==> src/rtl/seg7_mmio_display.sv <==
// rtl/seg7_mmio_display.sv - memory-mapped 8-digit seven-segment display with two scanned digit groups
// Holds VALUE/MASK/COUNT registers behind a CPU load/store port and drives two muxed digit groups.
module seg7_mmio_display #(
   parameter logic [31:0] DISP_ADDR = 32'h0000_0054,
   parameter int          SCAN_DIV  = 100000
) (
   input  logic        clk,
   input  logic        rst,
   input  logic [31:0] writedata,
   input  logic [31:0] dataadr,
   input  logic        memwrite,
   output logic [31:0] rdata,
   output logic        hit,
   output logic [7:0]  seg,
   output logic [7:0]  seg1,
   output logic [7:0]  an
);

   localparam int            PW         = (SCAN_DIV > 1) ? $clog2(SCAN_DIV) : 1;
   localparam logic [PW-1:0] PRESC_LAST = PW'(SCAN_DIV - 1);
   localparam logic [31:0]   MASK_ADDR  = DISP_ADDR + 32'd4;
   localparam logic [31:0]   COUNT_ADDR = DISP_ADDR + 32'd8;

   logic [31:0]   r_value;
   logic [7:0]    r_mask;
   logic [15:0]   r_count;
   logic [PW-1:0] r_presc;
   logic [1:0]    r_idx;

   logic          w_wr_value;
   logic          w_wr_mask;
   logic          w_wrap;
   logic [3:0]    w_lo_nib;
   logic [3:0]    w_hi_nib;
   logic [3:0]    w_sel;
   logic          w_lo_en;
   logic          w_hi_en;

   function automatic logic [6:0] hex7(input logic [3:0] n);
      case (n)
         4'h0: hex7 = 7'h3F;
         4'h1: hex7 = 7'h06;
         4'h2: hex7 = 7'h5B;
         4'h3: hex7 = 7'h4F;
         4'h4: hex7 = 7'h66;
         4'h5: hex7 = 7'h6D;
         4'h6: hex7 = 7'h7D;
         4'h7: hex7 = 7'h07;
         4'h8: hex7 = 7'h7F;
         4'h9: hex7 = 7'h6F;
         4'hA: hex7 = 7'h77;
         4'hB: hex7 = 7'h7C;
         4'hC: hex7 = 7'h39;
         4'hD: hex7 = 7'h5E;
         4'hE: hex7 = 7'h79;
         default: hex7 = 7'h71;
      endcase
   endfunction

   assign w_wr_value = memwrite && (dataadr == DISP_ADDR);
   assign w_wr_mask  = memwrite && (dataadr == MASK_ADDR);
   assign w_wrap     = (r_presc == PRESC_LAST);

   // Low group shows nibble k, high group nibble k+4 of the same VALUE snapshot.
   assign w_lo_nib = r_value[{1'b0, r_idx, 2'b00} +: 4];
   assign w_hi_nib = r_value[{1'b1, r_idx, 2'b00} +: 4];
   assign w_sel    = 4'b0001 << r_idx;
   assign w_lo_en  = r_mask[{1'b0, r_idx}];
   assign w_hi_en  = r_mask[{1'b1, r_idx}];

   always_comb begin
      hit   = 1'b0;
      rdata = 32'h0;
      if (dataadr == DISP_ADDR) begin
         hit   = 1'b1;
         rdata = r_value;
      end else if (dataadr == MASK_ADDR) begin
         hit   = 1'b1;
         rdata = {24'h0, r_mask};
      end else if (dataadr == COUNT_ADDR) begin
         hit   = 1'b1;
         rdata = {16'h0, r_count};
      end
   end

   // Outputs are computed from pre-edge state so a store and a scan step land together one edge later.
   always_ff @(posedge clk or posedge rst) begin
      if (rst) begin
         r_value <= 32'h0;
         r_mask  <= 8'hFF;
         r_count <= 16'h0;
         r_presc <= '0;
         r_idx   <= 2'd0;
         seg     <= 8'h00;
         seg1    <= 8'h00;
         an      <= 8'hFF;
      end else begin
         if (w_wr_value) begin
            r_value <= writedata;
            r_count <= r_count + 16'd1;
         end
         if (w_wr_mask) begin
            r_mask <= writedata[7:0];
         end
         if (w_wrap) begin
            r_presc <= '0;
            r_idx   <= r_idx + 2'd1;
         end else begin
            r_presc <= r_presc + PW'(1);
         end
         seg  <= w_lo_en ? {1'b0, hex7(w_lo_nib)} : 8'h00;
         seg1 <= w_hi_en ? {1'b0, hex7(w_hi_nib)} : 8'h00;
         an   <= ~{w_sel & r_mask[7:4], w_sel & r_mask[3:0]};
      end
   end

endmodule

==> config.mk <==
export PLATFORM = sky130hd
export DESIGN_NAME = seg7_mmio_display
export DESIGN_NICKNAME = d
export VERILOG_FILES = /design/src/rtl/seg7_mmio_display.sv
export SDC_FILE = /design/constraint.sdc
export NUM_CORES = 1
export LEC_CHECK = 0
export BUFFER_PORTS_ARGS = -buffer_cell sky130_fd_sc_hd__buf_4
export CORE_AREA = 2 2 112 114
export CTS_CLUSTER_SIZE = 10
export DETAILED_ROUTE_END_ITERATION = 10
export DIE_AREA = 0 0 114 116
export PLACE_DENSITY_LB_ADDON = 0.05
export SLEW_MARGIN = 20
export SYNTH_ARGS = -nofsm -noshare
export SYNTH_HDL_FRONTEND = slang
export SYNTH_SLANG_ARGS = --single-unit
==> constraint.sdc <==
create_clock -name clk -period 3.5 [get_ports clk]
set_clock_uncertainty 0.1 [all_clocks]
set_input_delay 0 -clock clk [delete_from_list [all_inputs] [get_ports clk]]
set_output_delay 0 -clock clk [all_outputs]
set_load 0.1 [all_outputs]
* After elaboration in Yosys (flattened, before gate mapping)
Memories as Yosys holds them, arrays and structs flattened.
Index checks and enable logic that the tools add are counted.
** Word-level totals
- Memory bits (read-only) :: 224
- Memories kept :: 2
- RAM bits :: 0
- Register bits after elaboration :: 97
- Logic and storage cells :: 40
- Output and inout bits :: 57
- Latch bits :: 0
- Input port bits :: 67
** Cells by class
- Shift-type cells :: 3
- Reductions and logical operators :: 2
- Bitwise gates (word level) :: 3
- Multiply operators :: 0
- Magnitude comparators :: 2
- Divide/modulo/power cells :: 0
- Add/subtract/negate cells :: 3
- Muxes and demuxes :: 13
- Equality and inequality tests :: 4
** Memories
- (name not given) :: depth 16, bits a word 7, read ports 1, clocked after memory_dff 0, write ports 0, RTL line 40 : case (n)
- (name not given) :: depth 16, bits a word 7, read ports 1, clocked after memory_dff 0, write ports 0, RTL line 40
** Operators by type and width (count)
- 32-bit by 7-bit equality test with 1-bit output, second input constant :: 3
- 16-bit two-way mux :: 2
- 32-bit two-way mux :: 1
- 32-bit by 5-bit variable part select with 4-bit output :: 1
- 32-bit by 6-bit variable part select with 4-bit output :: 1
- 17-bit by 1-bit adder with 17-bit output, second input constant :: 1
- 17-bit equality test, second input constant :: 1
- 17-bit two-way mux :: 1
- 16-bit by 1-bit adder with 16-bit output, second input constant :: 1
- 7-bit two-way mux :: 2
- 4-bit bitwise AND :: 2
- 8-bit NOT :: 1
- 1-bit two-way mux :: 5
- 1-bit binary-select mux with 2-bit select :: 2
- 2-bit by 4-bit less-than comparator with 1-bit output, second input constant :: 1
- 3-bit by 4-bit less-than comparator with 1-bit output, second input constant :: 1
- 1-bit by 2-bit << shifter with 4-bit output, first input constant :: 1
- 2-bit by 1-bit adder with 2-bit output, second input constant :: 1
- 1-bit logical AND :: 2

* Longest topological paths before layout
Gate-level depths: netlist of run 1.
- Word-level depth :: 4
- Depth in mapped cells :: 9
- Depth with buffers taken out :: 8

* Least setup slack after synthesis of run 1
No wires, ideal clock.
- Path kind :: input to output
- Start :: input dataadr[13]
- End :: output rdata[6]
- Slack :: 0.260 ns
- Arrival time :: 3.140 ns
- Buffers on the path :: 2
- Data required time :: 3.400 ns
- Stages on the path :: 6
- Cell sequence :: nor4_1 -> and4_1 -> nand3_1 -> clkbuf_1 -> clkbuf_1 -> o21ai_0
** On the way
- Longest elaborated chain between the ends :: 4
- Elaborated cells between the ends (all ways) :: 6
- Classes of those cells :: eq/ne: 3; mux: 3
** RTL lines
- start: declaration :: RTL line 10 : input logic [31:0] dataadr,
- 32-bit by 7-bit equality test with 1-bit output :: RTL line 80 : end else if (dataadr == COUNT_ADDR) begin
- 16-bit two-way mux :: RTL line 80
- 16-bit two-way mux :: RTL line 77 : end else if (dataadr == MASK_ADDR) begin
- 32-bit two-way mux (*) :: RTL line 74 : if (dataadr == DISP_ADDR) begin
- end: declaration :: RTL line 12 : output logic [31:0] rdata,
Mark *: on every way between the ends. The rest lies on a longest branch, timed or not.

* Final worst setup path of run 1
- Start :: register r_idx[0]
- End :: register seg[3]
** On the way
- Longest elaborated chain between the ends :: 3
- Elaborated cells between the ends (all ways) :: 5
- Classes of those cells :: shift: 1; mux: 3; memory: 1
** RTL lines
- start: declaration :: RTL line 28 : logic [1:0] r_idx;
- start signal: assignment :: RTL line 107 : r_idx <= r_idx + 2'd1;
- 32-bit by 5-bit variable part select with 4-bit output or 1-bit binary-select mux with 2-bit select (tied branches) :: RTL line 65, 68
- memory read 16 x 7 bit or 1-bit two-way mux (tied branches)
- 7-bit two-way mux (*) :: RTL line 111 : seg <= w_lo_en ? {1'b0, hex7(w_lo_nib)} : 8'h00;
- end signal: assignment :: RTL line 111
- end: declaration :: RTL line 14 : output logic [7:0] seg,
Mark *: on every way between the ends. The rest lies on a longest branch, timed or not. The select of a mux whose other input is x is not followed.
A chain may end at the register's enable or synchronous reset.

==> out/qor.yml, run 1 <==
netlist_area_um2: 5070
nFillCells: 1066
arrival_ns: 2.55
setup_viol: 0
drt_pass1_iterations: 4
hold_buffers: 33
cts_buffers: 9
cts.sink_count: 97
busiest_layer: "met2"
pin_count: 124
cp-end-kind: "flop"
grt_first_pass_wirelength_um: 19900
wl_per_cell_um: 16.4
viasPerCell: 5.06
grt_overflow: 0
cts_root_buffer: "clkbuf_16"
synthTopCellsByArea: "dfrtp_1, mux2_2, dfstp_2, ha_1, mux4_2"
drv_cap: 0
num_vias: 3732
grt_pass1_vias: 3859
fin_crit_ns: 2.42
yosys_warnings: 0
crit_type: "flop to flop"
pre_cts_slack_ns: 1.06
maxSlewViolCount: 0
grt_use_met1_pct: 25.6
startpoint_type: "flop"
yosysTopAreaCell: "dfrtp_1"
syn_avg_cell_area_um2: 11.8
clk_path_buf_depth: 2
syn_inst: 431
route.detailed.drc: 0
max_slew_margin_pct: 50.1
antenna_cells: 0
wirelength_um: 12100
grt_max_degree: 42
critPathRequiredTime_ns: 3.62
grt_util_met2_pct: 33.0
rows: 40
fin_tns_setup_ns: 0
port_buffers: 121
hold_path.class: "input pin to flop"
synth_seq_cells: 97
antenna_found_initial: 0
cts.clk_slew.worst_paths_ns: 0.06
initial_utilization_pct: 42.6
dieArea_um2: 13200
synthArstFlopShare_pct: 100
cts_tree: "built"
core_area_um2: 11900
cts_resized: 0
hold_viol: 0
p_total_mw: 2.22
leakagePower_nw: 3.14
clock.fmax_ghz: 0.413
worst_pin_slew_ns: 0.746
setup_ws_ns: 1.08
cts_setup_buffers: 0
synth_cell_types: 40
drt_iter0_drc: 144
track_usage_pct: 19.5
fin_area_um2: 6730
synth-edff-count: 0
die_h_um: 116
grt.met3_usage_pct: 5.28
die_w_um: 114
rsz0062_at_grt: "false"
h-tree-depth: 3
yosys_most_used_dff: "dfrtp_1"
fin_util_pct: 56.5
num-nets-final: 671
min_period_over_period_pct: 69.2
power_density_nw_per_um2: 330
antenna_left: 0
drive_above_1_share_pct: 38.7
synth_most_common_cell: "dfrtp_1"
postPlaceCellArea_um2: 6110
gp_congestion: 0.831
status: "finished, final reports clean"
synth_common_cells: "dfrtp_1, mux2_2, nand2_1, nor2_1, xnor2_1"
dp_hpwl_um: 8980
worstPathMaxFanout: 13
clk_latency_ns: 0.34
area_growth_pct: 32.7
yosysSeqAreaShare_pct: 48.2
synth.top_cell.area_share_pct: 39.9
ir_drop_uv: 190
final cells by class:
type	instances	area (um2)	area share, %
Tap cell	147	184	2.73
Sequential cell	97	2450	36.4
Timing Repair Buffer	159	1280	19.0
Clock buffer	13	250	3.72
Clock inverter	3	40.0	0.595
Multi-Input combinational cell	303	2470	36.7
Inverter	16	61.3	0.911
critical path, stage by stage (launching register included):
cell and delay (ns):
dfrtp_1 0.74, mux4_2 0.65, inv_1 0.16, ha_1 0.27, nor2_1 0.11, a21oi_1 0.05, a21oi_1 0.16, nor2b_1 0.06
registers in the layout (all words and copies together) (netlist names):
name     cells
r_presc     17
seg          7
r_value     32
seg1         7
r_count     16
r_idx        2
r_mask       8
an           8
kinds of logic (layout without fill, tap and decap cells):
logic type,after synthesis,count (layout),synth area share [%]
buffers and inverters,32,191,3.11
multiplexers,76,76,18.6
adder cells (fa/ha/maj),18,18,4.44
other,1,2,0.0739
AO/OA/AOI/OAI,37,37,4.24
AND/OR/NAND/NOR,140,140,16.1
XOR/XNOR,30,30,5.18
flip-flops,97,97,48.2
stage by stage:
step | std cells | hold slack, ns
floorplan | 432 | 0.0511
global placement | 689 | -0.130
global route | 738 | 0.0778
CTS | 738 | 0.0392
finish | 738 | 0.0523
detailed placement | 689 | -0.131
power by group:
part / internal [mW] / switching [mW] / total [mW]
sequential: 1.12 / 0.00000000532 / 1.12
clock: 0.572 / 0.387 / 0.958
combinational: 0.0793 / 0.0631 / 0.142
worst paths after layout:
check	cells after the start	endpoint	startpoint	slack, ns
setup / recovery	7	seg[3]	r_idx[0]	1.08
hold / removal	6	r_count[3]	dataadr[30]	0.05
setup reg to reg	7	seg[3]	r_idx[0]	1.08
hold reg to reg	1	an[3]	r_mask[3]	0.37
max in group asynchronous	4	r_mask[3]	rst	2.40
min in group asynchronous	3	r_presc[11]	rst	0.07
cell usage in the layout (no fill, tap or decap), drive strengths merged, types with 11 or more instances in the layout:
cell type,count
dlygate4sd3,33
and2,19
mux2,47
mux2i,19
o21ai,17
dfrtp,81
clkbuf,13
inv,15
nor2,29
buf,126
nand3,11
xnor2,21
nand4,14
nand2,29
dfstp,16
ha,18
metal layers:
| layer | vias up | part of all wire [%] |
|---|---|---|
| li1 | 1833 | - |
| met5 | - | 0 |
| met4 | 0 | 0.31 |
| met3 | 5 | 4.5 |
| met1 | 1823 | 47 |
| met2 | 71 | 49 |
Note: power is estimated with default switching activity, not from simulation.
==> run 2: changes to the inputs <==
==> constraint.sdc (replaced) <==
create_clock -name clk -period 2.2 [get_ports clk]
set_clock_uncertainty 0.1 [all_clocks]
set_input_delay 0 -clock clk [delete_from_list [all_inputs] [get_ports clk]]
set_output_delay 0 -clock clk [all_outputs]
set_load 0.1 [all_outputs]
==> run 2 against run 1 <==
Cell count grew 2.2%. Clock-buffer cell count shrank 2. Non-clock buffer count is 16 higher. Maximum frequency increased by 15%. Via count is 2.9% higher. Sequential share of layout area fell by 0.95 points. Sequential power increased by 59%. Routed wire length increased by 3.3%. Highest routed layer unchanged. First-iteration DRC count fell by 2.1%.
==> out/qor.yml, run 2 (synthesized netlist as in run 1, its figures left out) <==
status: "finished, final reports clean"
antenna_left: 0  # unchanged
cp_top_family: "multiplexers"
cts_buffers: 9  # unchanged
grt_overflow: 0  # unchanged
min_period_over_period_pct: 96.0  # +27 points
max_slew_margin_pct: 64.7  # +15 points
final_common_cell: "buf_4"
top_regs: "r_value x32, r_presc x17, r_count x16"
drive_above_1_share_pct: 40.9  # +2.1 points
pin_count: 124  # unchanged
wirelength_um: 12500  # +3.3%
area_growth_pct: 36.2
num_vias: 3839  # +2.9%
die_w_um: 114  # unchanged
reg2reg_depth: 9  # +2
nFillCells: 1009  # -5.3%
grt_pass1_vias: 3860  # +0.026%
ir_drop_uv: 382  # +100%
clk_path_buf_depth: 2  # unchanged
wl_per_cell_um: 16.6  # +1.1%
r2r_start: "r_idx[0]"
track_usage_pct: 20.4  # +0.87 points
gp_congestion: 0.864  # +4.0%
critPathRequiredTime_ns: 2.34  # -1.28 ns
crit_type: "flop to flop"
cp_slowest_cell: "mux4_2"
cts_root_buffer: "clkbuf_16"
viasPerCell: 5.09  # +0.68%
rr_endpoint: "seg1[3]"
cts.clk_slew.worst_paths_ns: 0.07  # about the same
path_cells: "buf_4 -> mux4_2 -> inv_1 -> ha_1 -> inv_1 -> nor2_1 -> a211oi_1 -> a21oi_1 -> nor2b_1"
hold_depth: 6  # unchanged
drt_iter0_drc: 141  # -2.1%
antenna_cells: 0  # unchanged
power_density_nw_per_um2: 538  # +63%
cts_tree: "built"
min_from: "dataadr[30]"
holdPathEnd: "r_count[3]"
initial_utilization_pct: 42.6  # unchanged
worst_pin_slew_ns: 0.530  # -0.216 ns
instances_no_fill: 754  # +2.2%
startpoint_type: "flop"
clock.fmax_ghz: 0.473  # +15%
core_area_um2: 11900  # unchanged
path_buf_inv: 3  # +2
grt_first_pass_wirelength_um: 20600  # +3.8%
dieArea_um2: 13200  # unchanged
grt_max_degree: 98  # +130%
pre_cts_slack_ns: 0.114  # -0.950 ns
route.detailed.drc: 0  # unchanged
port_buffers: 121  # unchanged
largest_reg_flops: 32  # unchanged
regMostFlops: "r_value"
reg2reg_slack_ns: 0.09  # -0.99 ns
antenna_found_initial: 0  # unchanged
rows: 40  # unchanged
setup_viol: 0  # unchanged
setup_ws_ns: 0.0876  # -0.990 ns
dp_hpwl_um: 9020  # +0.39%
h-tree-depth: 3  # unchanged
worstPathMaxFanout: 4  # -9
leakagePower_nw: 3.23  # +3.0%
hold_path.class: "input pin to flop"
fin_crit_ns: 2.11  # -0.310 ns
die_h_um: 116  # unchanged
cp-end-kind: "flop"
hold_viol: 0  # unchanged
maxSlewViolCount: 0  # unchanged
drv_cap: 0  # unchanged
drt_pass1_iterations: 4  # unchanged
slowest_delay_ns: 0.54  # -0.20 ns
arrival_ns: 2.25  # -0.30 ns
cpMostUsedCell: "inv_1"
final_cell_mix: "buf_4, dfrtp_1, mux2_2"
clk_latency_ns: 0.35  # about the same
place_inst: 702  # +1.9%
num-nets-final: 687  # +2.4%
cts.sink_count: 97  # unchanged
run 2: changes by cell type in the layout (fill, tap and decap cells not counted), moves of 2 or more:
| cell | change |
|---|---|
| clkbuf_1 | -2 |
| o21ai_0 | -8 |
| clkinvlp_4 | +3 |
| buf_12 | +2 |
| clkinv_2 | -2 |
| buf_4 | +14 |
| o21ai_1 | +8 |
run 2: worst min-delay path, delay by kind of cell:
| family | cells | cell delay, ns |
|---|---|---|
| xor gates and xnor gates | 1 | 0.06 |
| and+or+nand+nor | 4 | 0.30 |
| buffers and inverters | 1 | 0.09 |
run 2: layout make-up:
cell class | count | area (um2) | share of cell area [%]
repair buffers | 175 | 1420 | 20.6
clock buffers | 11 | 243 | 3.51
flip-flops and latches | 97 | 2450 | 35.4
inverters | 16 | 63.8 | 0.923
multi-input cells | 303 | 2470 | 35.8
well taps | 147 | 184 | 2.66
clock inverters | 5 | 80.1 | 1.16
run 2: what timing repair did:
item | CTS | global route
setup buffers | 0 | 3
resized for setup | 0 | 1
endpoints found under the hold margin | 121 | 0
hold buffers | 33 | 0
endpoints found under the setup margin | 0 | 2
run 2: worst max-delay path by stage:
stage / start / endpoint / slack [ns] / cells past startpoint
final: r_idx[0] / seg1[3] / 0.09 / 9
after global routing: r_idx[0] / seg1[3] / -0.005 / 9
after CTS: r_idx[0] / seg1[3] / 0.08 / 9
after detailed placement: r_idx[0] / seg1[3] / 0.11 / 8
after global placement: r_idx[0] / seg[3] / 0.16 / 8
after floorplan: dataadr[13] / rdata[6] / -0.30 / 6
run 2: where the power goes:
| group | leakage [nW] | internal (mW) | switching (mW) |
|---|---|---|---|
| registers | 1.28 | 1.78 | 0.00000000811 |
| clock network | 0.152 | 1.03 | 0.681 |
| logic | 1.80 | 0.129 | 0.102 |
run 2: stage by stage:
step	TNS, ns	area, um2	hold WS, ns	power (mW)	util (%)
final	0	6910	0.0572	3.72	58.0
after global routing	-0.00504	6910	0.105	3.85	58.0
after CTS	0	6890	0.0430	3.77	57.8
after detailed placement	0	6240	0.0974	2.00	52.4
after global placement	0	6240	0.0901	2.00	52.4
after floorplan	-2.83	5080	0.0511	1.88	-
run 2: layer usage:
layer | part of all wire, % | global-route usage (%)
met4 | 1.5 | 6.91
met3 | 3.2 | 3.50
met5 | 0 | 0
met1 | 48 | 28.1
met2 | 47 | 32.9
